--- src/rtl/perf_pkg.sv ---
// Shared definitions for the performance counter controller: register offsets,
// CTRL command bits and the run-state encoding.
package perf_pkg;

    localparam logic [5:0] PERF_CTRL       = 6'h00;
    localparam logic [5:0] PERF_CYCLE_LO   = 6'h04;
    localparam logic [5:0] PERF_CYCLE_HI   = 6'h08;
    localparam logic [5:0] PERF_INSTRET_LO = 6'h0C;
    localparam logic [5:0] PERF_INSTRET_HI = 6'h10;
    localparam logic [5:0] PERF_BRPRED_LO  = 6'h14;
    localparam logic [5:0] PERF_BRPRED_HI  = 6'h18;
    localparam logic [5:0] PERF_BRMISP_LO  = 6'h1C;
    localparam logic [5:0] PERF_BRMISP_HI  = 6'h20;
    localparam logic [5:0] PERF_WIN_END    = 6'h24;

    localparam int CTRL_START = 0;
    localparam int CTRL_STOP  = 1;
    localparam int CTRL_CLEAR = 2;

    localparam int NUM_CNTR = 4;

    typedef enum logic {
        IDLE = 1'b0,
        RUN  = 1'b1
    } perf_state_e;

endpackage

--- src/rtl/perf_cntr64.sv ---
// One 64-bit event counter; a clear in the same cycle as an increment wins.
module perf_cntr64 (
    input  logic        clk_i,
    input  logic        rst_i,
    input  logic        clr_i,
    input  logic        inc_i,
    output logic [63:0] cnt_o
);

    logic [63:0] cnt_q;
    logic [63:0] cnt_d;

    always_comb begin
        cnt_d = cnt_q;
        if (clr_i) begin
            cnt_d = '0;
        end else if (inc_i) begin
            cnt_d = cnt_q + 64'd1;
        end
    end

    always_ff @(posedge clk_i) begin
        if (rst_i) begin
            cnt_q <= '0;
        end else begin
            cnt_q <= cnt_d;
        end
    end

    assign cnt_o = cnt_q;

endmodule

--- src/rtl/perf_cntr_ctrl.sv ---
// MMIO performance counter block: run/stop/clear sequencing, four 64-bit
// counters and coherent lo/hi reads through a shared high-word shadow.
module perf_cntr_ctrl
    import perf_pkg::*;
#(
    parameter logic [31:0] BASE_ADDR  = 32'h8000_0100,
    parameter bit          AUTO_START = 1'b1
) (
    input  logic        clk_i,
    input  logic        rst_i,
    input  logic        stall_i,
    input  logic        retire_v_i,
    input  logic        ctrl_tsfr_i,
    input  logic        br_misp_i,
    input  logic [31:0] dbus_addr_i,
    input  logic        dbus_wvalid_i,
    input  logic [31:0] dbus_wdata_i,
    input  logic        dbus_rvalid_i,
    output logic [31:0] rdata_o,
    output logic        rvalid_o,
    output logic        running_o
);

    perf_state_e state_q;
    perf_state_e state_d;

    logic              sel;
    logic [3:0]        widx;
    logic              ctrl_wr;
    logic              cmd_start;
    logic              cmd_stop;
    logic              cmd_clear;
    logic              rd_req;
    logic              cnt_en;
    logic [NUM_CNTR-1:0] cnt_ev;
    logic [63:0]       cnt [NUM_CNTR];

    logic [31:0]       rdata_q;
    logic [31:0]       rdata_d;
    logic              rvalid_q;
    logic [31:0]       shadow_q;
    logic [31:0]       shadow_d;

    logic              unused_bits;
    assign unused_bits = ^{dbus_wdata_i[31:3], dbus_addr_i[1:0]};

    assign sel       = (dbus_addr_i[31:6] == BASE_ADDR[31:6]) && (dbus_addr_i[5:0] < PERF_WIN_END);
    assign widx      = dbus_addr_i[5:2];
    assign ctrl_wr   = sel && dbus_wvalid_i && (widx == PERF_CTRL[5:2]);
    assign cmd_start = ctrl_wr && dbus_wdata_i[CTRL_START];
    assign cmd_stop  = ctrl_wr && dbus_wdata_i[CTRL_STOP];
    assign cmd_clear = ctrl_wr && dbus_wdata_i[CTRL_CLEAR];
    assign rd_req    = sel && dbus_rvalid_i;

    always_ff @(posedge clk_i) begin
        if (rst_i) begin
            state_q <= AUTO_START ? RUN : IDLE;
        end else begin
            state_q <= state_d;
        end
    end

    // STOP dominates START when both are set in one write.
    always_comb begin
        state_d = state_q;
        case (state_q)
            IDLE:    if (cmd_start && !cmd_stop) state_d = RUN;
            RUN:     if (cmd_stop) state_d = IDLE;
            default: state_d = IDLE;
        endcase
    end

    always_comb begin
        running_o = (state_q == RUN);
        cnt_en    = (state_q == RUN);
    end

    assign cnt_ev[0] = 1'b1;
    assign cnt_ev[1] = retire_v_i && !stall_i;
    assign cnt_ev[2] = ctrl_tsfr_i;
    assign cnt_ev[3] = ctrl_tsfr_i && br_misp_i;

    perf_cntr64 u_cycle (
        .clk_i (clk_i),
        .rst_i (rst_i),
        .clr_i (cmd_clear),
        .inc_i (cnt_en && cnt_ev[0]),
        .cnt_o (cnt[0])
    );

    perf_cntr64 u_instret (
        .clk_i (clk_i),
        .rst_i (rst_i),
        .clr_i (cmd_clear),
        .inc_i (cnt_en && cnt_ev[1]),
        .cnt_o (cnt[1])
    );

    perf_cntr64 u_brpred (
        .clk_i (clk_i),
        .rst_i (rst_i),
        .clr_i (cmd_clear),
        .inc_i (cnt_en && cnt_ev[2]),
        .cnt_o (cnt[2])
    );

    perf_cntr64 u_brmisp (
        .clk_i (clk_i),
        .rst_i (rst_i),
        .clr_i (cmd_clear),
        .inc_i (cnt_en && cnt_ev[3]),
        .cnt_o (cnt[3])
    );

    // Lo words sit at odd word indices, so widx[2:1] names the counter.
    // Any even nonzero index is a hi word and returns the shared shadow.
    always_comb begin
        rdata_d  = '0;
        shadow_d = shadow_q;
        if (rd_req) begin
            if (widx == PERF_CTRL[5:2]) begin
                rdata_d = {31'd0, running_o};
            end else if (widx[0]) begin
                rdata_d  = cnt[widx[2:1]][31:0];
                shadow_d = cnt[widx[2:1]][63:32];
            end else begin
                rdata_d = shadow_q;
            end
        end
    end

    always_ff @(posedge clk_i) begin
        if (rst_i) begin
            rvalid_q <= 1'b0;
            rdata_q  <= '0;
            shadow_q <= '0;
        end else begin
            rvalid_q <= rd_req;
            rdata_q  <= rdata_d;
            shadow_q <= shadow_d;
        end
    end

    // A reset arriving while a response is in flight drops it.
    assign rvalid_o = rvalid_q && !rst_i;
    assign rdata_o  = rst_i ? 32'd0 : rdata_q;

endmodule

--- config.mk ---
export PLATFORM = sky130hd
export DESIGN_NAME = perf_cntr_ctrl
export DESIGN_NICKNAME = d
export VERILOG_FILES = /design/src/rtl/perf_pkg.sv /design/src/rtl/perf_cntr64.sv /design/src/rtl/perf_cntr_ctrl.sv
export SDC_FILE = /design/constraint.sdc
export NUM_CORES = 1
export LEC_CHECK = 0
export ABC_CLOCK_PERIOD_IN_PS = 3200
export CORE_ASPECT_RATIO = 0.75
export CORE_UTILIZATION = 60
export CTS_BUF_LIST = sky130_fd_sc_hd__clkbuf_2
export CTS_CLUSTER_SIZE = 10
export DETAILED_ROUTE_END_ITERATION = 8
export PLACE_DENSITY_LB_ADDON = 0.15
export SKIP_CTS_REPAIR_TIMING = 1
export SYNTH_ARGS = -nofsm -noshare
export SYNTH_HDL_FRONTEND = slang
export SYNTH_HIERARCHICAL = 1
export SYNTH_SLANG_ARGS = --single-unit
--- constraint.sdc ---
create_clock -name clk_i -period 3.2 [get_ports clk_i]
set_input_delay 0.32 -clock clk_i [delete_from_list [all_inputs] [get_ports clk_i]]
set_output_delay 0.32 -clock clk_i [all_outputs]
set_load 0.01 [all_outputs]
# Word level (Yosys, flattened, before mapping)
# Index checks and enable logic that the tools add are counted.
classes:
  n_mul: 0
  addsub: 4
  n_reduce_logical: 22
  muxes: 9
  div: 0
  bitwise_logic: 4
  magnitude_cmp: 2
  n_eq_ne: 1
  n_shift: 0
ops:
  columns: ["cell", "count"]
  rows:
  - ["$add 64x1->64 const B", 4]
  - ["$bmux 64 s2", 1]
  - ["$mux 64", 2]
  - ["$mux 32", 2]
  - ["$eq 26x26->1 const B", 1]
  - ["$logic_and 1x1->1", 14]
  - ["$lt 6x6->1 const B", 1]
  - ["$logic_not 4->1", 1]
  - ["$reduce_or 2->1", 2]
  - ["$ge 3x3->1 const B", 1]
  - ["$logic_not 1->1", 3]
  - ["$mux 1", 3]
  - ["$not 1->1", 3]
  - ["$not 2->3", 1]
  - ["$reduce_and 3->1", 1]
  - ["$reduce_or 3->1", 1]
  - ["$pmux 1 s2", 1]
totals:
  reg_bits: 322
  latchBits: 0
  mem_bits_rw: 0
  word_cells: 51
  input_bits: 72
  romBits: 0
  output_inout_bits: 34
  mem_count: 0

# Depth between registers and ports, before layout
logic_depth:
  word_depth: 9
  mapped_depth: 10
  ltp_nobuf: 7

# Modules after synthesis
# Netlist, hierarchy kept.
by_module_without_submodules:
  columns: ["module", "seq_area_each_um2", "instances", "cells_per_inst", "area_per_inst_um2"]
  rows:
  - ["perf_cntr64", 1281.2, 4, 375, 3139.3]
  - ["perf_cntr_ctrl", 1321.3, 1, 394, 4326.6]

# Least setup slack after synthesis
# Ideal clock, no wire load.
synth_path:
  path_kind: "input port to flip-flop"
  startpoint: "input dbus_addr_i[21]"
  endpoint: "register u_brmisp.cnt_q[26] (netlist: u_brmisp/cnt_o[26])"
  stages: 9
  required_time_ns: 3.072
  setup_time_ns: 0.128
  path_slack_ns: 0.466
  t_arrival_ns: 2.606
  path_buffers: 3
  path_cell_list: "or4_1 nor3_1 and2_1 and4_1 or2_2 clkbuf_1 clkbuf_1 clkbuf_1 nor2_1"
synth_between:
  elab_chain_len: 6
synth_lines:
  columns: ["element", "line", "source"]
  rows:
  - ["start, declared", "perf_cntr_ctrl.sv:15", "input logic [31:0] dbus_addr_i,"]
  - ["$eq 26x26->1", "perf_cntr_ctrl.sv:47", "assign sel = (dbus_addr_i[31:6] == BASE_ADDR[31:6]) && (dbus_addr_i[5:0] < PERF_WIN_END);"]
  - ["$logic_and 1x1->1", "perf_cntr_ctrl.sv:47", null]
  - ["$logic_and 1x1->1 (2 in series)", "perf_cntr_ctrl.sv:49", "assign ctrl_wr = sel && dbus_wvalid_i && (widx == PERF_CTRL[5:2]);"]
  - ["$logic_and 1x1->1", "perf_cntr_ctrl.sv:52", "assign cmd_clear = ctrl_wr && dbus_wdata_i[CTRL_CLEAR];"]
  - ["via cmd_clear", "perf_cntr_ctrl.sv:32", "logic cmd_clear;"]
  - ["$reduce_or 2->1 (no source line)", null, null]
  - ["end signal, assigned", "perf_cntr64.sv:26", "cnt_q <= cnt_d;"]
  - ["end, declared", "perf_cntr64.sv:10", "logic [63:0] cnt_q;"]
# The timed path passes the listed nets, and every way through them passes these cells.
# A chain may end at the register's enable or synchronous reset.

# Worst setup path after layout
layout_path:
  startpoint: "register state_q (netlist: running_o)"
  endpoint: "register u_instret.cnt_q[58] (netlist: u_instret/cnt_o[58])"
layout_between:
  elab_chain_len: 1
layout_lines:
  columns: ["element", "line", "source"]
  rows:
  - ["start, declared", "perf_cntr_ctrl.sv:24", "perf_state_e state_q;"]
  - ["start signal, assigned", "perf_cntr_ctrl.sv:57", "state_q <= AUTO_START ? RUN : IDLE;"]
  - ["start signal, assigned", "perf_cntr_ctrl.sv:59", "state_q <= state_d;"]
  - ["$logic_and 1x1->1", "perf_cntr_ctrl.sv:95", ".inc_i (cnt_en && cnt_ev[1]),"]
  - ["end signal, assigned", "perf_cntr64.sv:26", null]
  - ["end, declared", "perf_cntr64.sv:10", null]
# Every way passes these cells.

==> results.tsv <==
metric	value	unit
status	completed	
RR Startpoint	running_o	
first-pass iteration count of the detailed router	7	
Initial Utilization	0.6179	
CTS H-tree depth	3	
Clock Sinks	322	
Avg WL per Cell	22.41	um
Die W	195.7	um
Reg2Reg Setup Slack	0.38	ns
core footprint	0.02733	sq mm
Total Routed Length	53.86	mm
Root Buffer	clkbuf_2	
Pwr Total	6.973	mW
number of library cell types mapped by synthesis	48	
Startpoint Class	flop	
CP max FO	14	
final net count	2083	
power per cell area	371.9	mW/mm^2
first-pass GRT wire length	82.23	mm
max cap viols	0	
Netlist Area Pre-Place	0.01688	sq mm
top-area cell type share of the netlist area	0.3818	
Post-Syn Nets	1970	
Internal Power	5.128	mW
most frequent cells after synthesis	dfxtp_1 (322), nor2_1 (205), a21oi_1 (132), nand2_1 (121), nand3_1 (121)	
switching share of power	0.2646	
Area growth syn-to-layout	11.04	%
fillers	2228	
Die H	147.3	um
warnings from Yosys	6	
DRT iter0 DRCs	2054	
# DRC	0	
number of synthesized flops with an enable pin	0	
Post-synth ARST share	0	
FF+latch count, synth	322	
Non-Filler Instances	2404	
maximum clock rate	355.1	MHz
Logic pwr share	0.044	
CTS tree	built	
Total Neg Setup Slack	0	ns
Final Skew	0.05666	ns
worst slew pin tran	0.7350	ns
RePlAce Congestion	0.9594	
die area	0.02882	sq mm
synthesized instance count	1894	
most common cell in the synthesized netlist	dfxtp_1	
I/O pins	106	
leakage power	6.290	nW
largest net degree at the start of global routing	47	
sequential area share after synthesis	0.3818	
main flop type after synthesis	dfxtp_1	
Hold Fails Final Rpt	0	
Final Critical Period	2.816	ns
Max Slew Vio Count	0	
sequential share of power	0.579	
hold path start	dbus_addr_i[3]	
PortBufs	74	
maximum vdd drop	251.5	uV
vias in the first global route	14590	
Routed Antenna Nets	0	
syn_area_per_cell	8.914	sq um
clk slew on worst S/H paths	0.10	ns
Net Switching	1.845	mW
cell accounting for the most synthesized area	dfxtp_1	
Std-Cell Rows	52	
Worst slew margin	0.5062	
Via density	6.678	
Tot GR Track Use	0.3718	
final setup fails	0	
RSZ-0062 raised after global routing	no	
Clock power frac	0.377	
share of layout cells above drive strength 1	0.1448	
initial antenna violation count	3	
post-detail-place hpwl	39.43	mm
fin crit share	0.8800	
dpl cells	2274	
Hold WC Path Type	in -> reg	
GRT overflow	0	
CTS Buf Count	79	
Placement Setup Slack	0.2245	ns
CP startpoint	running_o	
Clock Path Buffers	3	
ranking of synthesized cells by area	dfxtp_1 (38%), mux4_2 (8.5%), nor2_1 (4.6%)	
CP endpoint kind	flop	
WP data required	4.04	ns
Crit Path Class	reg -> reg	
Worst-Skew Late Latency	0.92	ns
DR vias	16050	
Critical Path AT	3.65	ns
Final WS setup	0.3839	ns
[metal layers]
| layer | up-vias | GRT usage | part of all wire |
|---|---|---|---|
| met2 | 991 | 0.5070 | 0.41 |
| li1 | 7305 | - | - |
| met5 | - | 0 | 0.00019 |
| met1 | 7663 | 0.5355 | 0.42 |
| met3 | 92 | 0.1446 | 0.15 |
| met4 | 2 | 0.1156 | 0.021 |
[sequential cells by signal (all words and copies together), names as in the netlist]
signal and flops:
u_brmisp/cnt_o 64, rvalid_q 1, shadow_q 32, rdata_q 32
running_o 1, u_brpred/cnt_o 64, u_cycle/cnt_o 64, u_instret/cnt_o 64
[placed cells by master (no fill, tap or decap), drive strengths merged, types with 13 or more instances in the layout]
cell type,instances
dfxtp,322
nor2,209
a21oi,132
nand3,121
nand2,121
nand4,117
clkbuf,109
o21ai,97
or3,72
clkdlybuf4s50,70
xor2,68
xnor2,68
mux4,64
buf,60
nor3,49
and3,47
nor4,47
or4,44
mux2i,36
nor2b,33
o31ai,28
and4,26
and2,19
inv,18
clkinv,13
[worst max-delay path, stage by stage (launching register included)]
cell	delay (ns)
dfxtp_1	0.62
buf_4	0.23
and3b_1	0.24
nand3_1	0.17
nor4_1	0.50
nand4_4	0.28
or4_1	0.54
a21oi_1	0.17
[per-stage QoR]
step	instance area (sq um)	utilization	hold WS [ns]
2_1_floorplan	16880	-	0.4383
3_3_place_gp	18080	0.6615	0.4631
3_5_place_dp	18080	0.6615	0.4702
4_1_cts	18710	0.6848	-0.1370
5_1_grt	18750	0.6860	0.1389
6_report	18750	0.6861	0.1274
[area by class of cell]
cell class | instances | area, sq um | share of cell area
multi-input cells | 1455 | 9913 | 0.5288
flip-flops and latches | 322 | 6446 | 0.3438
repair buffers | 133 | 1249 | 0.06660
clock buffers | 109 | 545.5 | 0.02910
well taps | 351 | 439.2 | 0.02342
clock inverters | 16 | 90.09 | 0.004805
inverters | 16 | 60.06 | 0.003203
diodes | 2 | 5.005 | 0.0002670
[logic make-up after synthesis]
kind of cell,after synthesis,share of synthesized area
flip-flops,322,0.3818
multiplexers,100,0.1067
adder cells (fa/ha/maj),4,0.002964
AO/OA/AOI/OAI,287,0.09508
buffers and inverters,117,0.03105
AND/OR/NAND/NOR,928,0.3118
XOR/XNOR,136,0.07055
[worst paths after layout]
check / end / depth (start not counted)
worst min register to register: shadow_q[0] / 2
worst max register to register: u_instret/cnt_o[58] / 7
worst min-delay path: rdata_q[18] / 4
worst max-delay path: u_instret/cnt_o[58] / 7
[power groups by stage]
stage               combinational [mW]  sequential [mW]  clock [mW]
floorplan                        0.179             4.12           0
global placement                 0.295             4.12           0
detailed placement               0.300             4.13           0
CTS                              0.301             4.03        2.67
global route                     0.327             4.04        2.87
finish                           0.308             4.03        2.63
Power figures use the tool's default switching activity.
